`config.mk`:
```
export PLATFORM = sky130hd
export DESIGN_NAME = count_year_bcd_flat
export DESIGN_NICKNAME = d
export VERILOG_FILES = /design/src/rtl/count_year_bcd_if.sv /design/src/rtl/count_year_bcd.sv /design/src/flat_wrapper.sv
export SDC_FILE = /design/constraint.sdc
export NUM_CORES = 1
export LEC_CHECK = 0
export CAP_MARGIN = 25
export CELL_PAD_IN_SITES_DETAIL_PLACEMENT = 1
export CELL_PAD_IN_SITES_GLOBAL_PLACEMENT = 2
export CORE_UTILIZATION = 27
export DETAILED_ROUTE_END_ITERATION = 16
export GPL_TIMING_DRIVEN = 0
export HOLD_SLACK_MARGIN = 0.05
export PLACE_DENSITY = 0.79
export SYNTH_ARGS = -nofsm -noshare
export SYNTH_HDL_FRONTEND = slang
export SYNTH_SLANG_ARGS = --single-unit
```
`constraint.sdc`:
```
create_clock -name clk -period 2.2 [get_ports clk]
set_input_delay 0.44 -clock clk [delete_from_list [all_inputs] [get_ports clk]]
set_output_delay 0.44 -clock clk [all_outputs]
set_load 0.03 [all_outputs]
```
`src/rtl/count_year_bcd_if.sv`:
```
// Control and status bundle between the clock UI / month counter and the BCD year counter.
interface count_year_bcd_if #(
    parameter int unsigned NDIG = 4
);
    localparam int unsigned W = 4 * NDIG;

    logic         en_yr;
    logic         up;
    logic         down;
    logic         load;
    logic [W-1:0] load_val;
    logic [W-1:0] year_bcd;
    logic         leap_year;
    logic         wrap_up;
    logic         wrap_dn;
    logic         load_err;

    modport master (
        output en_yr, up, down, load, load_val,
        input  year_bcd, leap_year, wrap_up, wrap_dn, load_err
    );

    modport slave (
        input  en_yr, up, down, load, load_val,
        output year_bcd, leap_year, wrap_up, wrap_dn, load_err
    );
endinterface

```
`src/rtl/count_year_bcd.sv`:
```
// N-digit packed-BCD year counter with programmable wrap range, checked parallel load
// and Gregorian leap-year decode of the low four digits.
module count_year_bcd #(
    parameter int unsigned         NDIG    = 4,
    parameter logic [4*NDIG-1:0]   RST_VAL = (4*NDIG)'(16'h2000),
    parameter logic [4*NDIG-1:0]   MIN_VAL = (4*NDIG)'(16'h0000),
    parameter logic [4*NDIG-1:0]   MAX_VAL = (4*NDIG)'(16'h9999)
) (
    input logic             clk,
    input logic             rst,
    count_year_bcd_if.slave bus
);
    localparam int unsigned W = 4 * NDIG;

    logic [W-1:0] year_q, year_d;
    logic         wrap_up_q, wrap_up_d;
    logic         wrap_dn_q, wrap_dn_d;
    logic         load_err_q, load_err_d;

    logic [W:0]   lo_diff_c;
    logic [W:0]   hi_diff_c;
    logic         load_ok_c;

    function automatic logic [W-1:0] bcd_inc(input logic [W-1:0] v);
        logic [W-1:0] r;
        logic         carry;
        r     = v;
        carry = 1'b1;
        for (int unsigned k = 0; k < NDIG; k++) begin
            if (carry) begin
                if (v[4*k +: 4] == 4'd9) begin
                    r[4*k +: 4] = 4'd0;
                end else begin
                    r[4*k +: 4] = v[4*k +: 4] + 4'd1;
                    carry       = 1'b0;
                end
            end
        end
        return r;
    endfunction

    function automatic logic [W-1:0] bcd_dec(input logic [W-1:0] v);
        logic [W-1:0] r;
        logic         borrow;
        r      = v;
        borrow = 1'b1;
        for (int unsigned k = 0; k < NDIG; k++) begin
            if (borrow) begin
                if (v[4*k +: 4] == 4'd0) begin
                    r[4*k +: 4] = 4'd9;
                end else begin
                    r[4*k +: 4] = v[4*k +: 4] - 4'd1;
                    borrow      = 1'b0;
                end
            end
        end
        return r;
    endfunction

    function automatic logic bcd_valid(input logic [W-1:0] v);
        logic ok;
        ok = 1'b1;
        for (int unsigned k = 0; k < NDIG; k++) begin
            if (v[4*k +: 4] > 4'd9) ok = 1'b0;
        end
        return ok;
    endfunction

    // Two-digit BCD divisibility by 4: tens parity selects which units digits qualify.
    function automatic logic div4(input logic [3:0] d1, input logic [3:0] d0);
        logic even_ok;
        logic odd_ok;
        even_ok = (d0 == 4'd0) || (d0 == 4'd4) || (d0 == 4'd8);
        odd_ok  = (d0 == 4'd2) || (d0 == 4'd6);
        return d1[0] ? odd_ok : even_ok;
    endfunction

    // Range check by subtraction; the borrow bit flags an out-of-range value.
    assign lo_diff_c = {1'b0, bus.load_val} - {1'b0, MIN_VAL};
    assign hi_diff_c = {1'b0, MAX_VAL} - {1'b0, bus.load_val};
    assign load_ok_c = bcd_valid(bus.load_val) && !lo_diff_c[W] && !hi_diff_c[W];

    always_comb begin
        year_d     = year_q;
        wrap_up_d  = 1'b0;
        wrap_dn_d  = 1'b0;
        load_err_d = 1'b0;
        if (bus.load) begin
            if (load_ok_c) begin
                year_d = bus.load_val;
            end else begin
                load_err_d = 1'b1;
            end
        end else if (bus.en_yr || (bus.up && !bus.down)) begin
            if (year_q == MAX_VAL) begin
                year_d    = MIN_VAL;
                wrap_up_d = 1'b1;
            end else begin
                year_d = bcd_inc(year_q);
            end
        end else if (bus.down && !bus.up) begin
            if (year_q == MIN_VAL) begin
                year_d    = MAX_VAL;
                wrap_dn_d = 1'b1;
            end else begin
                year_d = bcd_dec(year_q);
            end
        end
    end

    always_ff @(posedge clk or posedge rst) begin
        if (rst) begin
            year_q     <= RST_VAL;
            wrap_up_q  <= 1'b0;
            wrap_dn_q  <= 1'b0;
            load_err_q <= 1'b0;
        end else begin
            year_q     <= year_d;
            wrap_up_q  <= wrap_up_d;
            wrap_dn_q  <= wrap_dn_d;
            load_err_q <= load_err_d;
        end
    end

    // Non-century years use the last two digits; centuries fall back to digits 3:2.
    assign bus.leap_year = (year_q[7:0] != 8'h00) ? div4(year_q[7:4], year_q[3:0])
                                                  : div4(year_q[15:12], year_q[11:8]);

    assign bus.year_bcd = year_q;
    assign bus.wrap_up  = wrap_up_q;
    assign bus.wrap_dn  = wrap_dn_q;
    assign bus.load_err = load_err_q;
endmodule

```
`src/flat_wrapper.sv`:
```
// flat-port wrapper written by rule: the top's interface ports become plain ports
module count_year_bcd_flat 
#(
    parameter int unsigned         NDIG    = 4,
    parameter logic [4*NDIG-1:0]   RST_VAL = (4*NDIG)'(16'h2000),
    parameter logic [4*NDIG-1:0]   MIN_VAL = (4*NDIG)'(16'h0000),
    parameter logic [4*NDIG-1:0]   MAX_VAL = (4*NDIG)'(16'h9999)
)
  (clk, rst, bus_en_yr, bus_up, bus_down, bus_load, bus_load_val, bus_year_bcd, bus_leap_year, bus_wrap_up, bus_wrap_dn, bus_load_err);
  count_year_bcd_if #(.NDIG(NDIG)) bus_i ();
  input logic clk;
  input logic rst;
  input wire logic [$bits(bus_i.en_yr)-1:0] bus_en_yr;
  input wire logic [$bits(bus_i.up)-1:0] bus_up;
  input wire logic [$bits(bus_i.down)-1:0] bus_down;
  input wire logic [$bits(bus_i.load)-1:0] bus_load;
  input wire logic [$bits(bus_i.load_val)-1:0] bus_load_val;
  output wire logic [$bits(bus_i.year_bcd)-1:0] bus_year_bcd;
  output wire logic [$bits(bus_i.leap_year)-1:0] bus_leap_year;
  output wire logic [$bits(bus_i.wrap_up)-1:0] bus_wrap_up;
  output wire logic [$bits(bus_i.wrap_dn)-1:0] bus_wrap_dn;
  output wire logic [$bits(bus_i.load_err)-1:0] bus_load_err;
  assign bus_i.en_yr = bus_en_yr;
  assign bus_i.up = bus_up;
  assign bus_i.down = bus_down;
  assign bus_i.load = bus_load;
  assign bus_i.load_val = bus_load_val;
  assign bus_year_bcd = bus_i.year_bcd;
  assign bus_leap_year = bus_i.leap_year;
  assign bus_wrap_up = bus_i.wrap_up;
  assign bus_wrap_dn = bus_i.wrap_dn;
  assign bus_load_err = bus_i.load_err;
  count_year_bcd #(.NDIG(NDIG), .RST_VAL(RST_VAL), .MIN_VAL(MIN_VAL), .MAX_VAL(MAX_VAL)) u_core (.clk(clk), .rst(rst), .bus(bus_i));
endmodule
```
==> flow_metrics.tcl <==
set metrics [dict create \
    status "finished with violations" \
    violations "setup timing" \
    setup.worst_path.class "flip-flop to output port" \
    track_usage_pct 17.6 \
    syn_to_final_growth_pct 34.3 \
    power_density_mw_per_mm2 919 \
    initial_core_util_pct 27.8 \
    crit_slowest_cell "dfrtp_2" \
    hold_viol 0 \
    die_area_sq_mm 0.00729 \
    final_antenna_net_count 0 \
    period_needed_ns 2.36 \
    fillCellCount 822 \
    end_kind "output port" \
    fin_crit_sh_pct 107 \
    cts.sinks 19 \
    synth_edf_count 0 \
    hold_buffers 0 \
    first_iter_violations 53 \
    critPathLaunchType "flip-flop" \
    diodes 0 \
    fin_tns_setup_ns -0.157 \
    grt_pass1_wl_mm 9.96 \
    io_buffers 40 \
    fin_skew_ns 0.00295 \
    dp_slack_ns -0.647 \
    post_dp_cell_area_sq_mm 0.00243 \
    crit_buf_inv 2 \
    place_hpwl_mm 4.57 \
    yosysUniqueCellTypes 69 \
    grt_pass1_vias 1888 \
    gp_congestion 0.786 \
    cap_violations 0 \
    grt_overflow_total 0 \
    slew_viol_final 0 \
    synth_area_sq_mm 0.00188 \
    die_w_um 85.4 \
    post-route-drc-count 0 \
    coreArea_sq_mm 0.00676 \
    core.rowCount 30 \
    slowest_delay_ns 0.43 \
    critical_path.top_delay_family "flip-flops" \
    cts.root.buffer_cell "clkbuf_8" \
    relSlewSlack_pct 45.5 \
    htree_levels 1 \
    synth.avg_cell_area_sq_um 8.20 \
    synthFlopType "dfrtp_1" \
    numCtsBuffers 3 \
    fmax_ghz 0.424 \
    static-leakage-power_uw 0.000981 \
    ys_seq_elements 19 \
    synth.net_count 257 \
    routedWlPerCell_um 17.5 \
    cts_tree "built" \
    fp.dieH_um 85.4 \
    num_vias 1949 \
    clk_latency_ns 0.27 \
    tightestPinTransition_ns 0.816 \
    drive_above_1_share_pct 21.3 \
    required_ns 1.76 \
    drt-vias-per-instance 5.46 \
    grt_start_max_net_pins 20 \
    arrival_ns 1.92 \
    path_cells "inv_2, ha_4, nor3b_4, a21oi_2, mux2_4, o32a_1, nor3_4, buf_6" \
    grt_antenna_before_repair 0 \
    cp_max_fo 5 \
    final-setup-viol-count 1 \
    layout.nets 306 \
    ir_worst_vdd_mv 0.458 \
    rsz0062_at_grt "yes" \
    wl_mm 6.26 \
    io_pins 42 \
    final_core_util_pct 37.3 \
    cts_buffer_depth 2 \
    seq_area_frac_synth_pct 25.4 \
    netlist_instances 229 \
    path_clk_slew_ns 0.08 \
    ys_warn_count 0 \
    hp-class "flip-flop to flip-flop" \
    async_flop_share_pct 100 \
    fin_area_sq_mm 0.00252 \
    fin_ws_ns -0.157 \
    dr.pass1.iters 4 \
]
## per-stage QoR
stage,power (uW),cells,hold WS (ns)
final,2320,357,0.612
after global routing,2480,357,0.673
after CTS,2330,357,0.619
after detailed placement,1990,349,0.593
after global placement,1980,349,0.589
after floorplan,1550,229,0.390
## report_power, final
group | internal (uW) | total, uW | switching (uW)
sequential | 446 | 572 | 126
clock | 127 | 267 | 141
combinational | 678 | 1480 | 798
## kinds of logic (layout without fill, tap and decap cells)
family | after synthesis | in the layout | share of synthesized area, %
buf+inv | 33 | 81 | 9.20
simple gates | 81 | 81 | 24.9
fa+ha+maj | 6 | 6 | 4.00
flops | 19 | 19 | 25.4
xor+xnor | 4 | 4 | 1.87
mux | 8 | 8 | 5.53
compound gates | 78 | 78 | 29.1
## what timing repair did
item	CTS	global route
resized for setup	9	7
setup endpoints to repair	2	7
buffers inserted	5	0
hold endpoints to repair	0	0
pin swaps	0	2
## synth_stat cells, drive strengths merged (2+ instances only)
cell type | number | area [sq um]
a211o | 2 | 17.5
a211oi | 4 | 30.0
a21boi | 2 | 15.0
a21oi | 14 | 70.1
a221o | 3 | 30.0
a31o | 3 | 26.3
a31oi | 6 | 37.5
and3 | 2 | 12.5
buf | 12 | 93.8
clkbuf | 7 | 26.3
dfrtp | 18 | 450
ha | 6 | 75.1
inv | 14 | 52.6
mux2 | 6 | 71.3
nand2 | 25 | 104
nand2b | 5 | 38.8
nand3 | 4 | 20.0
nand4 | 3 | 18.8
nor2 | 18 | 70.1
nor2b | 2 | 20.0
nor3 | 3 | 15.0
nor3b | 4 | 35.0
nor4 | 7 | 65.1
o211ai | 3 | 27.5
o21ai | 16 | 80.1
o21bai | 2 | 15.0
o22ai | 3 | 18.8
o31ai | 6 | 45.0
xnor2 | 4 | 35.0
## routing by layer
metal,wire (um),track usage [%],vias to the layer above
li1,-,-,953
met2,3060,30.4,39
met4,78,4.39,0
met1,2910,23.6,950
met5,0,0,-
met3,202,1.85,7
## area by class of cell
class                           count  area (sq um)  share of cell area, %
Buffer                             18           118                   4.67
Clock buffer                        3          41.3                   1.64
Clock inverter                      1          5.00                  0.199
Inverter                           14          55.1                   2.18
Multi-Input combinational cell    177          1280                   50.9
Sequential cell                    19           479                   19.0
Tap cell                           80           100                   3.97
Timing Repair Buffer               45           439                   17.4
## cells in the final DEF (no fill, tap or decap), drive strengths merged, types with 7 or more instances in the layout
master,count
a21oi,14
buf,18
clkbuf,9
clkdlybuf4s50,39
dfrtp,18
inv,14
nand2,25
nor2,18
nor4,7
o21ai,16
## tightest hold or removal path, stage by stage, from the launching register on
cell,delay (ns)
dfrtp_1,0.42
nor4_2,0.08
nand2_1,0.05
nor4_1,0.04
## worst paths after layout
kind | slack [ns] | endpoint | from | cells after the start
worst max-delay path | -0.16 | bus_leap_year | u_core.bus.year_bcd[5]$_DFFE_PP0P_ | 8
worst min-delay path | 0.61 | u_core.bus.wrap_dn$_DFF_PP0_ | u_core.bus.year_bcd[9]$_DFFE_PP0P_ | 3
worst max register to register | 0.12 | u_core.bus.year_bcd[13]$_DFFE_PP1P_ | u_core.bus.year_bcd[4]$_DFFE_PP0P_ | 8
worst min register to register | 0.61 | u_core.bus.wrap_dn$_DFF_PP0_ | u_core.bus.year_bcd[9]$_DFFE_PP0P_ | 3
max in group asynchronous | 1.02 | u_core.bus.year_bcd[4]$_DFFE_PP0P_ | rst | 2
min in group asynchronous | 0.63 | u_core.bus.year_bcd[15]$_DFFE_PP0P_ | rst | 2
## registers in the layout (all words and copies together) (netlist names)
signal	cells
u_core.bus.wrap_up	1
u_core.bus.wrap_dn	1
u_core.bus.year_bcd	16
u_core.bus.load_err	1
Power figures use the tool's default switching activity.
